**src/rtl/post_box_sequencer.sv**
```systemverilog
// POST mailbox sequencer: decodes pulse groups on testreq into byte receive/transmit
// States: IDLE=count pulses, decide rx/tx ack | RX_BITS=shift in target byte | TX_BITS=shift out host byte
module post_box_sequencer #(
  parameter int unsigned BREAK_CYCLES = 480
) (
  input  logic       fpga_clock_48mhz,
  input  logic       reset_n,
  input  logic       testreq_3v,
  output logic       testack_noe,
  output logic [7:0] rx_data,
  output logic       rx_full,
  input  logic       rx_take,
  input  logic [7:0] tx_data,
  input  logic       tx_load,
  output logic       tx_full
);

  localparam int unsigned BW = $clog2(BREAK_CYCLES + 1);

  typedef enum logic [1:0] {IDLE = 2'd0, RX_BITS = 2'd1, TX_BITS = 2'd2} state_t;

  state_t        r_state, w_state_nxt;
  logic [1:0]    r_sync;
  logic          r_req_q, r_framed, r_rx_ok, r_ack_n, r_rx_full, r_tx_full;
  logic [BW-1:0] r_brk_cnt;
  logic [4:0]    r_pcnt, w_pcnt_inc;
  logic [2:0]    r_bit_idx, w_bit_idx_nxt;
  logic [7:0]    r_rx_shift, w_rx_shift_nxt, r_rx_data;
  logic [7:0]    r_tx_byte, r_tx_shift, w_tx_shift_nxt;
  logic [3:0]    r_tx_pos, w_tx_pos_nxt;
  logic          w_req, w_rise, w_fall, w_break, w_ack, w_rx_ok_nxt, w_dequeue, w_rx_write;

  assign w_req      = r_sync[1];
  assign w_rise     = w_req & ~r_req_q;
  assign w_fall     = ~w_req & r_req_q;
  assign w_break    = ~w_req && (r_brk_cnt == BW'(BREAK_CYCLES - 1));
  assign w_pcnt_inc = (r_pcnt == 5'd31) ? r_pcnt : r_pcnt + 5'd1;

  assign testack_noe = r_ack_n;
  assign rx_data     = r_rx_data;
  assign rx_full     = r_rx_full;
  assign tx_full     = r_tx_full;

  // Break counter measures the current low stretch; it parks at BREAK_CYCLES so a break fires once
  always_ff @(posedge fpga_clock_48mhz or negedge reset_n) begin
    if (!reset_n) begin
      r_sync    <= 2'b00;
      r_req_q   <= 1'b0;
      r_brk_cnt <= '0;
    end else begin
      r_sync  <= {r_sync[0], testreq_3v};
      r_req_q <= w_req;
      if (w_req)
        r_brk_cnt <= '0;
      else if (r_brk_cnt != BW'(BREAK_CYCLES))
        r_brk_cnt <= r_brk_cnt + 1'b1;
    end
  end

  always_ff @(posedge fpga_clock_48mhz or negedge reset_n) begin
    if (!reset_n) r_state <= IDLE;
    else          r_state <= w_state_nxt;
  end

  always_comb begin
    w_state_nxt    = r_state;
    w_ack          = 1'b0;
    w_rx_ok_nxt    = r_rx_ok;
    w_bit_idx_nxt  = r_bit_idx;
    w_rx_shift_nxt = r_rx_shift;
    w_tx_shift_nxt = r_tx_shift;
    w_tx_pos_nxt   = r_tx_pos;
    w_dequeue      = 1'b0;
    w_rx_write     = 1'b0;

    if (w_rise && r_framed) begin
      case (r_state)
        IDLE: begin
          if (w_pcnt_inc == 5'd3) begin
            w_ack       = ~r_rx_full;
            w_rx_ok_nxt = ~r_rx_full;
          end else if (w_pcnt_inc == 5'd4 && r_tx_full) begin
            w_ack        = 1'b1;
            w_dequeue    = 1'b1;
            w_tx_pos_nxt = 4'd0;
            w_state_nxt  = TX_BITS;
          end
        end
        RX_BITS: begin
          if (w_pcnt_inc == 5'd3) begin
            w_ack       = ~r_rx_full;
            w_rx_ok_nxt = ~r_rx_full;
            w_state_nxt = IDLE;
          end
        end
        TX_BITS: begin
          // Position since the last dequeue keeps data flowing after pcnt saturates
          w_tx_pos_nxt = (r_tx_pos == 4'd15) ? r_tx_pos : r_tx_pos + 4'd1;
          if (w_tx_pos_nxt <= 4'd8) begin
            w_ack          = r_tx_shift[7];
            w_tx_shift_nxt = {r_tx_shift[6:0], 1'b0};
          end else if (w_tx_pos_nxt == 4'd13 && r_pcnt != 5'd31 && r_tx_full) begin
            w_ack        = 1'b1;
            w_dequeue    = 1'b1;
            w_tx_pos_nxt = 4'd0;
          end
        end
        default: w_state_nxt = IDLE;
      endcase
    end

    if (w_break) begin
      w_rx_ok_nxt = 1'b0;
      case (r_state)
        IDLE: begin
          if (r_pcnt == 5'd3 && r_rx_ok) begin
            w_state_nxt    = RX_BITS;
            w_bit_idx_nxt  = 3'd7;
            w_rx_shift_nxt = 8'h00;
          end
        end
        RX_BITS: begin
          if (r_pcnt == 5'd1 || r_pcnt == 5'd2) begin
            w_rx_shift_nxt = {r_rx_shift[6:0], (r_pcnt == 5'd1)};
            w_bit_idx_nxt  = r_bit_idx - 3'd1;
            if (r_bit_idx == 3'd0) begin
              w_rx_write  = 1'b1;
              w_state_nxt = IDLE;
            end
          end
        end
        default: w_state_nxt = IDLE;
      endcase
    end

    if (w_dequeue) w_tx_shift_nxt = r_tx_byte;
  end

  always_ff @(posedge fpga_clock_48mhz or negedge reset_n) begin
    if (!reset_n) begin
      r_pcnt     <= 5'd0;
      r_framed   <= 1'b0;
      r_rx_ok    <= 1'b0;
      r_ack_n    <= 1'b1;
      r_bit_idx  <= 3'd0;
      r_rx_shift <= 8'h00;
      r_rx_data  <= 8'h00;
      r_rx_full  <= 1'b0;
      r_tx_byte  <= 8'h00;
      r_tx_shift <= 8'h00;
      r_tx_full  <= 1'b0;
      r_tx_pos   <= 4'd0;
    end else begin
      r_rx_ok    <= w_rx_ok_nxt;
      r_bit_idx  <= w_bit_idx_nxt;
      r_rx_shift <= w_rx_shift_nxt;
      r_tx_shift <= w_tx_shift_nxt;
      r_tx_pos   <= w_tx_pos_nxt;

      // Pulses before the first break belong to a train already in flight
      if (w_break) begin
        r_pcnt   <= 5'd0;
        r_framed <= 1'b1;
      end else if (w_rise && r_framed) begin
        r_pcnt <= w_pcnt_inc;
      end

      if (w_rise)      r_ack_n <= ~w_ack;
      else if (w_fall) r_ack_n <= 1'b1;

      if (w_rx_write) begin
        r_rx_data <= w_rx_shift_nxt;
        r_rx_full <= 1'b1;
      end else if (rx_take) begin
        r_rx_full <= 1'b0;
      end

      if (w_dequeue) begin
        r_tx_full <= tx_load;
        if (tx_load) r_tx_byte <= tx_data;
      end else if (tx_load && !r_tx_full) begin
        r_tx_full <= 1'b1;
        r_tx_byte <= tx_data;
      end
    end
  end

endmodule
```
**config.mk**
```make
export PLATFORM = sky130hd
export DESIGN_NAME = post_box_sequencer
export DESIGN_NICKNAME = d
export VERILOG_FILES = /design/src/rtl/post_box_sequencer.sv
export SDC_FILE = /design/constraint.sdc
export NUM_CORES = 1
export LEC_CHECK = 0
export ABC_CLOCK_PERIOD_IN_PS = 7500
export CAP_MARGIN = 25
export CORE_ASPECT_RATIO = 1.25
export CORE_MARGIN = 2
export CORE_UTILIZATION = 60
export DETAILED_ROUTE_END_ITERATION = 10
export PLACE_DENSITY = 0.84
export SLEW_MARGIN = 20
export SYNTH_ARGS = -nofsm -noshare
export SYNTH_HDL_FRONTEND = slang
export SYNTH_SLANG_ARGS = --single-unit
```
**constraint.sdc**
```tcl
create_clock -name fpga_clock_48mhz -period 7.5 [get_ports fpga_clock_48mhz]
set_input_delay 1.125 -clock fpga_clock_48mhz [delete_from_list [all_inputs] [get_ports fpga_clock_48mhz]]
set_output_delay 1.125 -clock fpga_clock_48mhz [all_outputs]
set_load 0.01 [all_outputs]
```
# After elaboration in Yosys (flattened, before gate mapping)
# Index checks and enable logic that the tools add are counted.
dict set report op_classes {
  addsub 4
  magnitude_cmp 1
  eq_ne 18
  mux 60
  bitwise 6
  reduce_logical 29
}
# operator count
set ops {}
lappend ops {{$mux W8} 10}
lappend ops {{$reduce_bool A2 Y1} 12}
lappend ops {{$mux W1} 23}
lappend ops {{$mux W4} 5}
lappend ops {{$mux W9} 2}
lappend ops {{$mux W2} 8}
lappend ops {{$pmux W8 S2} 1}
lappend ops {{$eq A5 B2 Y1 const B} 3}
lappend ops {{$mux W5} 3}
lappend ops {{$ne A2 B2 Y1 const B} 5}
lappend ops {{$add A9 B1 Y9 const B} 1}
lappend ops {{$eq A9 B9 Y1 const B} 1}
lappend ops {{$ne A9 B9 Y1 const B} 1}
lappend ops {{$eq A4 B4 Y1 const B} 2}
lappend ops {{$pmux W4 S2} 1}
lappend ops {{$reduce_and A4 Y1} 2}
lappend ops {{$logic_and A1 B1 Y1} 7}
lappend ops {{$mux W3} 2}
lappend ops {{$pmux W2 S3} 1}
lappend ops {{$pmux W3 S2} 1}
lappend ops {{$reduce_and A3 Y1} 2}
lappend ops {{$add A5 B1 Y5 const B} 1}
lappend ops {{$eq A5 B1 Y1 const B} 1}
lappend ops {{$eq A5 B3 Y1 const B} 1}
lappend ops {{18 further kinds} 22}
dict set report word_totals {
  register_bits 63
  input_bits 13
  output_inout_bits 11
}

# Longest topological paths before layout
dict set report logic_depth {
  depth_word 12
  ltp_mapped 9
  ltp_nobuf 7
}

# Least setup slack after synthesis
# OpenSTA, ideal clock, no wires.
dict set report synth_timing {
  path_type {register to register}
  startpoint {register r_tx_pos[0]}
  endpoint {register r_tx_shift[1]}
  setup_ps 125
  t_arrival_ps 2360
  required_ps 7375
  setup_slack_ps 5016
  path_stages_with_launch 8
  path_buffers 1
  path_cell_list {dfrtp_1 -> ha_1 -> or3b_2 -> a21oi_2 -> o21a_1 -> buf_2 -> mux2_2 -> mux2_2}
}
dict set report synth_via {
  elab_chain_cells 11
  word_cells_on_any_way 16
}
# element line_no
set synth_rtl {}
lappend synth_rtl {{start, declared} 30} ;# logic [3:0] r_tx_pos, w_tx_pos_nxt;
lappend synth_rtl {{start signal, assigned} 158} ;# r_tx_pos <= w_tx_pos_nxt;
lappend synth_rtl {{$add A4 B1 Y4 or $eq A4 B4 Y1 (tied branches)} 98} ;# w_tx_pos_nxt = (r_tx_pos == 4'd15) ? r_tx_pos : r_tx_pos + 4'd1;
lappend synth_rtl {{$mux W4 (*)} 98}
lappend synth_rtl {{$eq A4 B4 Y1} 102} ;# end else if (w_tx_pos_nxt == 4'd13 && r_pcnt != 5'd31 && r_tx_full) begin
lappend synth_rtl {{$logic_and A1 B1 Y1 (2 in series)} 102}
lappend synth_rtl {{$mux W1} 102}
lappend synth_rtl {{$mux W1} 99} ;# if (w_tx_pos_nxt <= 4'd8) begin
lappend synth_rtl {{$pmux W1 S2} 77} ;# case (r_state)
lappend synth_rtl {{$mux W1} 76} ;# if (w_rise && r_framed) begin
lappend synth_rtl {{$reduce_bool A2 Y1 (no source line)} --}
lappend synth_rtl {{$reduce_and A3 Y1 (no source line)} --}
lappend synth_rtl {{end signal, assigned} 157} ;# r_tx_shift <= w_tx_shift_nxt;
lappend synth_rtl {{end, declared} 29} ;# logic [7:0] r_tx_byte, r_tx_shift, w_tx_shift_nxt;
# Every way passes the cells marked *; elsewhere a longest branch is shown, timed or not.
# A chain may end at the register's enable or synchronous reset.

# Final worst setup path
dict set report layout_timing {
  startpoint {register r_tx_pos[0]}
  endpoint {register r_tx_byte[3]}
}
dict set report layout_via {
  elab_chain_cells 11
  word_cells_on_any_way 15
}
# element line_no
set layout_rtl {}
lappend layout_rtl {{$add A4 B1 Y4 or $eq A4 B4 Y1 (tied branches)} 98}
lappend layout_rtl {{$mux W4 (*)} 98}
lappend layout_rtl {{$eq A4 B4 Y1} 102}
lappend layout_rtl {{$logic_and A1 B1 Y1 (2 in series)} 102}
lappend layout_rtl {{$mux W1} 102}
lappend layout_rtl {{$mux W1 (*)} 99}
lappend layout_rtl {{$pmux W1 S2 (*)} 77}
lappend layout_rtl {{$mux W1 (*)} 76}
lappend layout_rtl {{$ne A2 B2 Y1 (no source line) or $reduce_bool A2 Y1 (tied branches)} --}
lappend layout_rtl {{$reduce_and A2 Y1 (no source line)} --}
lappend layout_rtl {{end signal, assigned} 180} ;# if (tx_load) r_tx_byte <= tx_data;
lappend layout_rtl {{end signal, assigned} 183} ;# r_tx_byte <= tx_data;
lappend layout_rtl {{end, declared} 29}
# Marked as above.

==> summary.txt <==
Run status
  • Result of the run: finished, final reports clean

Setup path
  • Worst reg2reg path depth: 6
  • Max Fanout on Critical Path: 8
  • Reg-to-reg setup timing slack: 4730 ps
  • Critical path origin: r_tx_pos[0]
  • Reg-to-Reg Start: r_tx_pos[0]
  • WP data required: approximately 7700 ps
  • R2r endpoint: r_tx_byte[3]
  • Setup Crit Path Kind: reg2reg
  • Crit path arrival time: 2980 ps
  • Sort of element at the end of the critical path: register
  • Kind of launch point of the worst setup path: register

Yosys
  • Average footprint of a synthesized cell: 10.9 sq um
  • Asr flop ratio synth: between 90% and 100%
  • Post-synthesis sequential area ratio: approximately half
  • Synthesized net count: roughly 320
  • Post-synthesis sequential element count: 63
  • Post-synthesis instance area: around 3200 sq um
  • Yosys warnings: 0
  • Top flip-flop cell by instance count after synthesis: sky130_fd_sc_hd__dfrtp_1
  • Proportion of netlist area held by the largest area contributor: 48.2%
  • Dominant cell type by area after synthesis: sky130_fd_sc_hd__dfrtp_1
  • Cells after Synth: between 200 and 300
  • Post-synthesis cell type count: 61
  • Most area-consuming cells after synthesis: sky130_fd_sc_hd__dfrtp_1 48%, sky130_fd_sc_hd__mux2i_1 4.7%, sky130_fd_sc_hd__mux2_4 4.2%
  • Count of flip-flops with a built-in enable after synthesis: 0

Clock network
  • Clock latency on the worst-skew pair: about 330 ps
  • Number of buffers on the longest clock path: 2
  • CTS tree: built
  • Clock-pin slew on the worst setup and hold paths: roughly 70 ps
  • Inserted Clock Buffers: 9
  • Hold buffer count at cts: 0
  • H-Tree Level Count: 3
  • Resize count post-CTS: 0
  • CTS root buf: sky130_fd_sc_hd__clkbuf_8
  • Post-CTS repair timing setup buffer count: 0
  • Total number of clock tree sinks: 63

Power and ir drop
  • Peak ir drop on the vdd network: ~0.15 mV
  • P_leak: 1.68 nW
  • Total power density per cell area: roughly 190 nW/um^2

Drt
  • Routed length per placed instance: around 16 microns
  • Number of optimization iterations in the first detailed-route pass: 4
  • Count of unresolved DRC violations after routing: 0
  • Mean number of vias per cell: around 6.1
  • Number of nets with antenna violations after routing: 0
  • Via count: between 2,000 and 2,500
  • Detailed Route Iter0 Violations: roughly 180
  • Routed wire length: ~6100 microns

Global routing
  • Vias in the first global route: 2,359
  • Total track usage: 22.8%
  • First-pass GRT wire length: 10,800 microns
  • Total overflow reported by the global router: 0
  • Pin count of the biggest net entering global routing: between 60 and 70
  • Antenna violations before repair: 0

Die
  • Die span in y: 85.9 microns
  • Die area: 5970 sq um
  • Die outline width: 69.5 microns
  • Placeable core region: slightly above 5000 sq um
  • Number of I/O pins: 24
  • Number of cell rows: 29
  • Initial cell density of the core: around 63%

Cells and area
  • Layout filler cell count: about 370
  • Synthesis-to-finish area growth: 15.2%
  • Number of nets in the final layout: roughly 340
  • Layout cell share with drive strength beyond 1: between 10% and 20%
  • Core occupancy in the finished layout: slightly above 70%
  • Antenna cells: 0

Timing
  • Slew at the pin closest to its max-slew limit: 784 ps
  • Max Transition Viols Final: 0
  • Final Critical Period: between 2000 and 3000 ps
  • Share of the clock period used by the worst path after layout: between 30% and 40%
  • Maximum clock frequency: 0.362 GHz
  • Final total negative setup slack: 0 ps
  • Final-report hold violation count: 0
  • Worst rel slew slack: between 40% and 50%
  • Worst Slack Setup Final: 4730 ps
  • RSZ-0062 raised after global routing: no
  • Final setup violation count: 0
  • Final Skew: between 7 and 8 ps

Placed design
  • RD Place Congestion: 0.790
  • Minimum setup slack after placement: about 4800 ps
  • Half-perimeter wire length after placement: between 4000 and 5000 microns
  • Number of I/O port buffers: 23

Worst hold path
  • Worst Hold Depth: 0
  • Worst hold path endpoint: r_sync[1]
  • Worst hold path startpoint: r_sync[0]
  • Worst min-delay path class: reg2reg

Flow run
  • Max-capacitance violation count: 0
-- final cells by class --
class	instances	area (sq um)	share of cell area, %
clock buffer	12	165	4.46
tap	62	77.6	2.09
multi-input combinational	205	1530	41.2
timing repair buffer	24	233	6.28
inverter	16	60.1	1.62
sequential	63	1580	42.6
clock inverter	3	65.1	1.76
-- report_power, final --
part	switching, mW	internal, mW	total (mW)	leakage, nW
Clock	0.121	0.212	0.333	0.118
Combinational	0.0114	0.0118	0.0232	0.708
Sequential	0.00422	0.344	0.348	0.854
Total	0.136	0.568	0.704	1.68
-- stage by stage --
stage / area, sq um / instances / hold WS (ps) / total power [mW]
floorplan: 3220 / 295 / 331 / 0.363
global placement: 3470 / 370 / 333 / 0.377
detailed placement: 3470 / 370 / 337 / 0.378
CTS: 3700 / 385 / 352 / 0.713
global route: 3700 / 385 / 372 / 0.734
finish: 3700 / 385 / 350 / 0.704
-- critical path, cell delays in order (launching register included) --
cell                      delay [ps]
sky130_fd_sc_hd__dfrtp_1         450
sky130_fd_sc_hd__ha_1            310
sky130_fd_sc_hd__or3b_2          480
sky130_fd_sc_hd__a21oi_2         360
sky130_fd_sc_hd__or3_1           200
sky130_fd_sc_hd__a31o_1          490
sky130_fd_sc_hd__mux2_4          350
-- flip-flops by register name, summed over array words and instances (netlist names), 2 cells and up --
name	count
r_bit_idx	3
r_brk_cnt	9
r_pcnt	5
r_rx_shift	8
r_state	2
r_sync	2
r_tx_byte	8
r_tx_pos	4
r_tx_shift	8
rx_data	8
-- worst max path at each step --
| stage | end | slack, ps | cells past startpoint |
|---|---|---|---|
| after floorplan | r_tx_shift[1] | 5020 | 7 |
| after global placement | r_tx_shift[1] | 4890 | 6 |
| after detailed placement | r_tx_byte[3] | 4760 | 6 |
| after CTS | r_tx_byte[3] | 4730 | 6 |
| after global routing | r_tx_byte[3] | 4550 | 6 |
| final | r_tx_byte[3] | 4730 | 6 |
-- logic make-up after synthesis --
family / after synthesis / share of synthesized area (%)
and+or+nand+nor: 88 / 15.2
AOI/OAI and AO/OA: 68 / 15.1
DFF: 63 / 49.0
muxes: 29 / 10.6
buffers and inverters: 27 / 3.50
xor gates and xnor gates: 10 / 2.72
adders and majority gates: 10 / 3.89
-- layout by cell type, fill, tap and decap left out, types with 8 or more instances in the layout --
cell type                         Yosys  routed
sky130_fd_sc_hd__a22o_1               8       8
sky130_fd_sc_hd__nor2_1              24      24
sky130_fd_sc_hd__mux2_4               9       9
sky130_fd_sc_hd__inv_1               16      16
sky130_fd_sc_hd__o21ai_0              8       8
sky130_fd_sc_hd__nand2_1             13      13
sky130_fd_sc_hd__nand2b_1             8       8
sky130_fd_sc_hd__dfrtp_1             62      62
sky130_fd_sc_hd__ha_1                10      10
sky130_fd_sc_hd__mux2i_1             15      15
sky130_fd_sc_hd__a21oi_1             24      24
sky130_fd_sc_hd__clkdlybuf4s50_1      0      22
sky130_fd_sc_hd__clkbuf_8             0      12
-- layer usage --
layer,up-vias,wire length [microns],global-route usage [%]
met2,60,3050,35.9
li1,1122,-,-
met4,0,119,11.8
met5,-,0,0
met3,13,212,5.17
met1,1165,2700,29.6
-- synth_stat cells, drive strengths merged, types with 4 or more instances --
cell	n
nand2b	8
a21oi	25
a22o	8
nor3	7
mux2	14
buf	4
and3	4
ha	10
o21ai	9
mux2i	15
xnor2	4
clkbuf	7
nand4	7
xor2	6
nand3	7
dfrtp	62
nor2	24
nand2	13
inv	16
(Power assumes the default switching activity.)
